**src/rtl/pwm_capture.sv**
```systemverilog
// PWM duty-cycle decoder: measures high ticks per period between rising edges, reports steady levels on timeout.
// Optional majority-of-three glitch filter on the enable-sampled input: PWM_CAPTURE_GLITCH_FILTER_EN.
module pwm_capture #(
  parameter int PERIOD  = 256,
  parameter int TIMEOUT = 512
) (
  input  logic       clk,
  input  logic       rst,
  input  logic       enable,
  input  logic       pwm_in,
  output logic [7:0] value,
  output logic       valid,
  output logic       period_err
);

  localparam logic [9:0] PERIOD_C  = 10'(PERIOD);
  localparam logic [9:0] TMO_LAST  = 10'(TIMEOUT - 1);

  function automatic logic [7:0] sat8(input logic [9:0] x);
    return (x > 10'd255) ? 8'd255 : x[7:0];
  endfunction

  function automatic logic maj3(input logic a, input logic b, input logic c);
    return (a & b) | (a & c) | (b & c);
  endfunction

  logic       sync1_q, sync2_q, pwm_s;
  logic       sample, rise, tmo;
  logic       last_q, last_d;
  logic [9:0] per_cnt_q, per_cnt_d;
  logic [9:0] high_cnt_q, high_cnt_d;
  logic       armed_q, armed_d;
  logic [7:0] value_q, value_d;
  logic       valid_q, valid_d;
  logic       err_q, err_d;

  // Two-flop synchronizer runs every clk, independent of enable.
  always_ff @(posedge clk) begin
    if (rst) begin
      sync1_q <= 1'b0;
      sync2_q <= 1'b0;
    end else begin
      sync1_q <= pwm_in;
      sync2_q <= sync1_q;
    end
  end

  assign pwm_s = sync2_q;

`ifdef PWM_CAPTURE_GLITCH_FILTER_EN
  logic [1:0] hist_q, hist_d;

  always_comb begin
    hist_d = hist_q;
    if (enable) hist_d = {hist_q[0], pwm_s};
  end

  always_ff @(posedge clk) begin
    if (rst) hist_q <= 2'b00;
    else     hist_q <= hist_d;
  end

  assign sample = maj3(pwm_s, hist_q[0], hist_q[1]);
`else
  assign sample = pwm_s;
`endif

  assign rise = enable & sample & ~last_q;
  assign tmo  = enable & ~rise & (per_cnt_q == TMO_LAST);

  always_comb begin
    last_d     = last_q;
    per_cnt_d  = per_cnt_q;
    high_cnt_d = high_cnt_q;
    armed_d    = armed_q;
    value_d    = value_q;
    err_d      = err_q;
    valid_d    = 1'b0;
    if (enable) begin
      last_d = sample;
      if (rise) begin
        if (armed_q) begin
          value_d = sat8(high_cnt_q);
          err_d   = (per_cnt_q != PERIOD_C);
          valid_d = 1'b1;
        end
        // The edge tick itself is the first high tick of the new period.
        per_cnt_d  = 10'd1;
        high_cnt_d = 10'd1;
        armed_d    = 1'b1;
      end else if (tmo) begin
        value_d    = sample ? 8'd255 : 8'd0;
        err_d      = 1'b0;
        valid_d    = 1'b1;
        per_cnt_d  = 10'd0;
        high_cnt_d = 10'd0;
        armed_d    = 1'b0;
      end else begin
        per_cnt_d  = per_cnt_q + 10'd1;
        high_cnt_d = high_cnt_q + {9'd0, sample};
      end
    end
  end

  always_ff @(posedge clk) begin
    if (rst) begin
      last_q     <= 1'b0;
      per_cnt_q  <= 10'd0;
      high_cnt_q <= 10'd0;
      armed_q    <= 1'b0;
      value_q    <= 8'd0;
      valid_q    <= 1'b0;
      err_q      <= 1'b0;
    end else begin
      last_q     <= last_d;
      per_cnt_q  <= per_cnt_d;
      high_cnt_q <= high_cnt_d;
      armed_q    <= armed_d;
      value_q    <= value_d;
      valid_q    <= valid_d;
      err_q      <= err_d;
    end
  end

  assign value      = value_q;
  assign valid      = valid_q;
  assign period_err = err_q;

endmodule

```
**config.mk**
```make
export PLATFORM = sky130hd
export DESIGN_NAME = pwm_capture
export DESIGN_NICKNAME = d
export VERILOG_FILES = /design/src/rtl/pwm_capture.sv
export SDC_FILE = /design/constraint.sdc
export NUM_CORES = 1
export LEC_CHECK = 0
export BUFFER_PORTS_ARGS = -buffer_cell sky130_fd_sc_hd__buf_2
export CAP_MARGIN = 5
export CORE_MARGIN = 5
export CORE_UTILIZATION = 40
export CTS_BUF_LIST = sky130_fd_sc_hd__clkbuf_2 sky130_fd_sc_hd__clkbuf_4 sky130_fd_sc_hd__clkbuf_8
export CTS_CLUSTER_SIZE = 24
export DETAILED_ROUTE_END_ITERATION = 10
export GPL_TIMING_DRIVEN = 0
export PLACE_DENSITY = 0.69
export SYNTH_ARGS = -nofsm -noshare
export SYNTH_HDL_FRONTEND = slang
export SYNTH_SLANG_ARGS = --single-unit
```
**constraint.sdc**
```tcl
create_clock -name clk -period 1.7 [get_ports clk]
set_input_delay 0.34 -clock clk [delete_from_list [all_inputs] [get_ports clk]]
set_output_delay 0.34 -clock clk [all_outputs]
set_load 0.02 [all_outputs]
```
Word level (Yosys, flattened, before mapping)
Index checks and enable logic that the tools add are counted.
{ "classes": {"addsub": 2, "n_lt_le_gt_ge": 1, "n_eq_ne": 3, "mux": 16, "bitwise": 7, "n_reduce_logical": 4} }
{ "op_table": {"columns": ["operator", "n"], "rows": [
  ["10-bit two-way mux", 4],
  ["8-bit two-way mux", 5],
  ["10-bit by 1-bit adder with 10-bit output", 1],
  ["10-bit by 1-bit adder with 10-bit output, second input constant", 1],
  ["10-bit by 9-bit == test with 1-bit output, second input constant", 1],
  ["10-bit by 8-bit greater-than comparator with 1-bit output, second input constant", 1],
  ["10-bit by 9-bit != test with 1-bit output, second input constant", 1],
  ["1-bit two-way mux", 7],
  ["1-bit bitwise AND", 4],
  ["1-bit inverter", 3],
  ["3-bit AND reduction", 1],
  ["2-bit by 1-bit != test with 1-bit output, second input constant", 1],
  ["2-bit AND reduction", 1],
  ["2-bit nonzero test", 1],
  ["2-bit OR reduction", 1]
]} }
{ "totals": {"reg_bits": 34, "in_bits": 4, "out_inout_bits": 10, "elab_cells": 42} }

Longest topological paths before layout
{ "depth": {"depth_word": 7, "ltp_mapped": 7, "mapped_depth_nobuf": 6} }

Worst setup path before layout
OpenSTA, ideal clock, no wires.
{ "synth_path": {"kind": "reg2reg", "startpoint": "register per_cnt_q[0]", "endpoint": "register high_cnt_q[8]", "setup_time_ps": 115, "t_arrival_ps": 1597, "required_ps": 1585, "path_slack_ps": -11, "stages_incl_launch_ff": 8, "n_path_buf": 1, "synth_period_minus_slack_ps": 1711, "cell_sequence": "dfxtp_1 > ha_1 > nand4_2 > nor4_4 > nand2_1 > nand2_1 > buf_4 > nor2_1"} }
{ "synth_via": {"elab_chain_cells": 4} }
{ "synth_rtl": {"columns": ["element", "line", "rtl"], "rows": [
  ["from (decl)", "30", "logic [9:0] per_cnt_q, per_cnt_d;"],
  ["from (signal assigned)", "116", "per_cnt_q <= per_cnt_d;"],
  ["10-bit by 9-bit == test with 1-bit output", "69", "assign tmo = enable & ~rise & (per_cnt_q == TMO_LAST);"],
  ["1-bit bitwise AND", "69", null],
  ["10-bit two-way mux", "91", "end else if (tmo) begin"],
  ["10-bit two-way mux", "81", "if (rise) begin"],
  ["to (signal assigned)", "117", "high_cnt_q <= high_cnt_d;"],
  ["to (decl)", "31", "logic [9:0] high_cnt_q, high_cnt_d;"]
]} }
Every way passes these cells.
A chain may end at the register's enable or synchronous reset.

Worst setup path after layout
{ "layout_path": {"startpoint": "register per_cnt_q[0]", "endpoint": "register high_cnt_q[9]"} }
The elaborated chain is that of the path after synthesis.

==> results.cfg <==
[setup_path]
cp-end-kind = register
cp_max_fo = 6
cp_data_required_time_ns = 1.91
cp-start-kind = register
crit_type = reg2reg
path_cells = ha_4, nand4_4, nor4_4, buf_6, nor2_4, or4b_1, a31oi_1
cp_slowest_cell = or4b_1
arrival_ns = 1.85
critPathMaxStageDelay_ns = 0.43

[clocking]
insertion_delay_ns = 0.29
clock_sinks = 34
cts_root_buffer = clkbuf_8
cts_buffers = 5
htreeDepth = 2
cts_tree = built
clock_path_buffers = 2
path_clk_slew_ns = 0.07

[timing]
fin_hold_ws_ns = 0.246
fin_skew_ns = 0.00559
fin_crit_sh = 0.962
hold_viol = 0
rsz0062_at_grt = false
worstMarginPinSlew_ns = 0.533
maxSlewViolCount = 0
min_period_ns = 1.64
relSlewSlack = 0.645
fmax_ghz = 0.611
setup_viol = 0

[detailed_routing]
drt_iter0_markers = 90
drt_pass1_iterations = 4
vias = 1263
wirelength_um = 3140
vias_per_cell = 5.09
wire_per_inst_um = 12.7
drc_errors = 0
antenna_left = 0

[yosys]
syn_avg_cell_area_um2 = 8.70
ys_seq_area_frac = 0.442
synth_mux_area_frac = 0.00650
ys.flop_type = dfxtp_1
syn_nets = 185
synth.distinct_cells = 37
synth_compound_area_frac = 0.125
netlist_area_um2 = 1540
synth_top_family_by_area = simple AND/OR/NAND/NOR gates
yosys.area_share.adder = 0.0325
synth-simple-area-share = 0.276
synthCells = 177
ys.warnings.count = 0
async_flop_share = 0
synth_seq_cells = 34
synth_xor_area_frac = 0.0739
synth_edf_count = 0

[pwr]
p_leak_nw = 0.696
powerDensity_nw_per_um2 = 893
max-vdd-ir-drop_mv = 0.370
power.total_mw = 1.66

[cells_and_area]
nFillCells = 357
area_growth_syn_to_layout_pct = 20.5
final_cells = 248
diodes = 0
design_area_um2 = 1860
layout.nets = 207
post_route_cells_drive_above_1_share = 0.205
post-route-util = 0.503

[grt]
grt-ovfl-total = 0
grt_pass1_vias = 1171
grt_pass1_wl_um = 5240
grt_max_degree = 11
grt_use_total = 0.132
grt_antenna_before_repair = 0

[floorplanning]
coreArea_um2 = 3690
num_io_pins = 14
rows = 22
dieArea_um2 = 5190
die_w_um = 72.1
start_util = 0.418
dieHeight_um = 72.1

[placement]
dpl.hpwl_um = 2130
gp_congestion = 0.754
dp_cells = 237
port_buffers = 12
dpl-instance-area_um2 = 1700

[run_status]
status = completed

[worst_hold_path]
hold_path.class = in2reg

[job]
drv_cap = 0
==> placed cells by master (no fill, tap or decap), types with 5 or more instances in the layout <==
cell type  instances
o211ai_1           8
buf_2             12
nand2_1           23
dfxtp_1           30
xor2_1             9
a21oi_1           13
clkbuf_8           5
nand3_1            6
clkbuf_1           5
inv_1              5
nor2_1            27
nand4_1            6
==> registers in the layout, indices dropped and copies added (netlist names) <==
signal and count:
armed_q 1, high_cnt_q 10, last_q 1, per_cnt_q 10, period_err 1, pwm_s 1
sync1_q 1, valid 1, value 8
==> cell usage after synthesis, drive strengths merged, types with 2 or more instances <==
master  instances  area, um2
o211ai          8       60.1
nand4b          2       17.5
clkbuf          6       22.5
inv             5       18.8
and3            2       12.5
a31oi           2       18.8
nor2           28        113
dfxtp          34        681
nor2b           2       12.5
ha              4       50.1
a21oi          13       65.1
nor4            2       27.5
nand3           6       30.0
o22ai           2       12.5
o21ai           2       10.0
xnor2           4       35.0
nand4           7       50.1
buf             3       26.3
xor2            9       78.8
nand2          24       90.1
==> critical path, delay by kind of cell, from the launching register on <==
kind / cells / cell delay (ns)
DFF: 1 / 0.37
AOI/OAI and AO/OA: 1 / 0.17
buffers and inverters: 1 / 0.14
and+or+nand+nor: 4 / 0.70
adders and majority gates: 1 / 0.18
==> kinds of logic after synthesis <==
family	after synthesis
adders and majority gates	4
buffers and inverters	14
muxes	1
and+or+nand+nor	82
xor gates and xnor gates	13
DFF	34
AOI/OAI and AO/OA	29
==> final timing paths <==
kind | cells past startpoint | slack, ns | from | end
worst max-delay path | 7 | 0.06 | per_cnt_q[0] | high_cnt_q[9]
worst min register to register | 1 | 0.45 | sync1_q | pwm_s
worst max register to register | 7 | 0.06 | per_cnt_q[0] | high_cnt_q[9]
worst min-delay path | 2 | 0.25 | rst | pwm_s
==> final cells by class <==
type | instances | area [um2] | area share
multi-input cells | 129 | 830 | 0.447
clock buffers | 7 | 83.8 | 0.0452
plain buffers | 8 | 48.8 | 0.0263
inverters | 5 | 18.8 | 0.0101
flip-flops and latches | 34 | 691 | 0.372
clock inverters | 1 | 30.0 | 0.0162
well taps | 48 | 60.1 | 0.0324
repair buffers | 16 | 93.8 | 0.0506
==> report_power, final <==
group | internal [mW] | switching [mW] | leakage, nW
clock | 0.470 | 0.284 | 0.0593
sequential | 0.807 | 0.0115 | 0.277
combinational | 0.0326 | 0.0507 | 0.359
==> metal layers <==
metal	up-vias	part of all wire	global-route usage
li1	658	-	-
met1	568	0.50	0.166
met2	27	0.43	0.195
met3	10	0.047	0.0457
met4	0	0.027	0.0772
met5	-	0	0
==> per-stage QoR <==
step / setup slack, ns / setup TNS (ns)
after floorplan: 0.00805 / 0
after global placement: -0.210 / -4.03
after detailed placement: -0.202 / -4.02
after CTS: 0.00344 / 0
after global routing: 0.00420 / 0
final: 0.0639 / 0
==> timing repair <==
| action | in CTS | in global routing |
|---|---|---|
| endpoints found under the hold margin | 0 | 0 |
| resized for setup | 0 | 6 |
| setup buffers | 2 | 2 |
| gates cloned | 0 | 0 |
| endpoints found under the setup margin | 29 | 20 |
| hold buffers | 0 | 0 |
| pin swaps | 3 | 2 |
(Power assumes the default switching activity.)
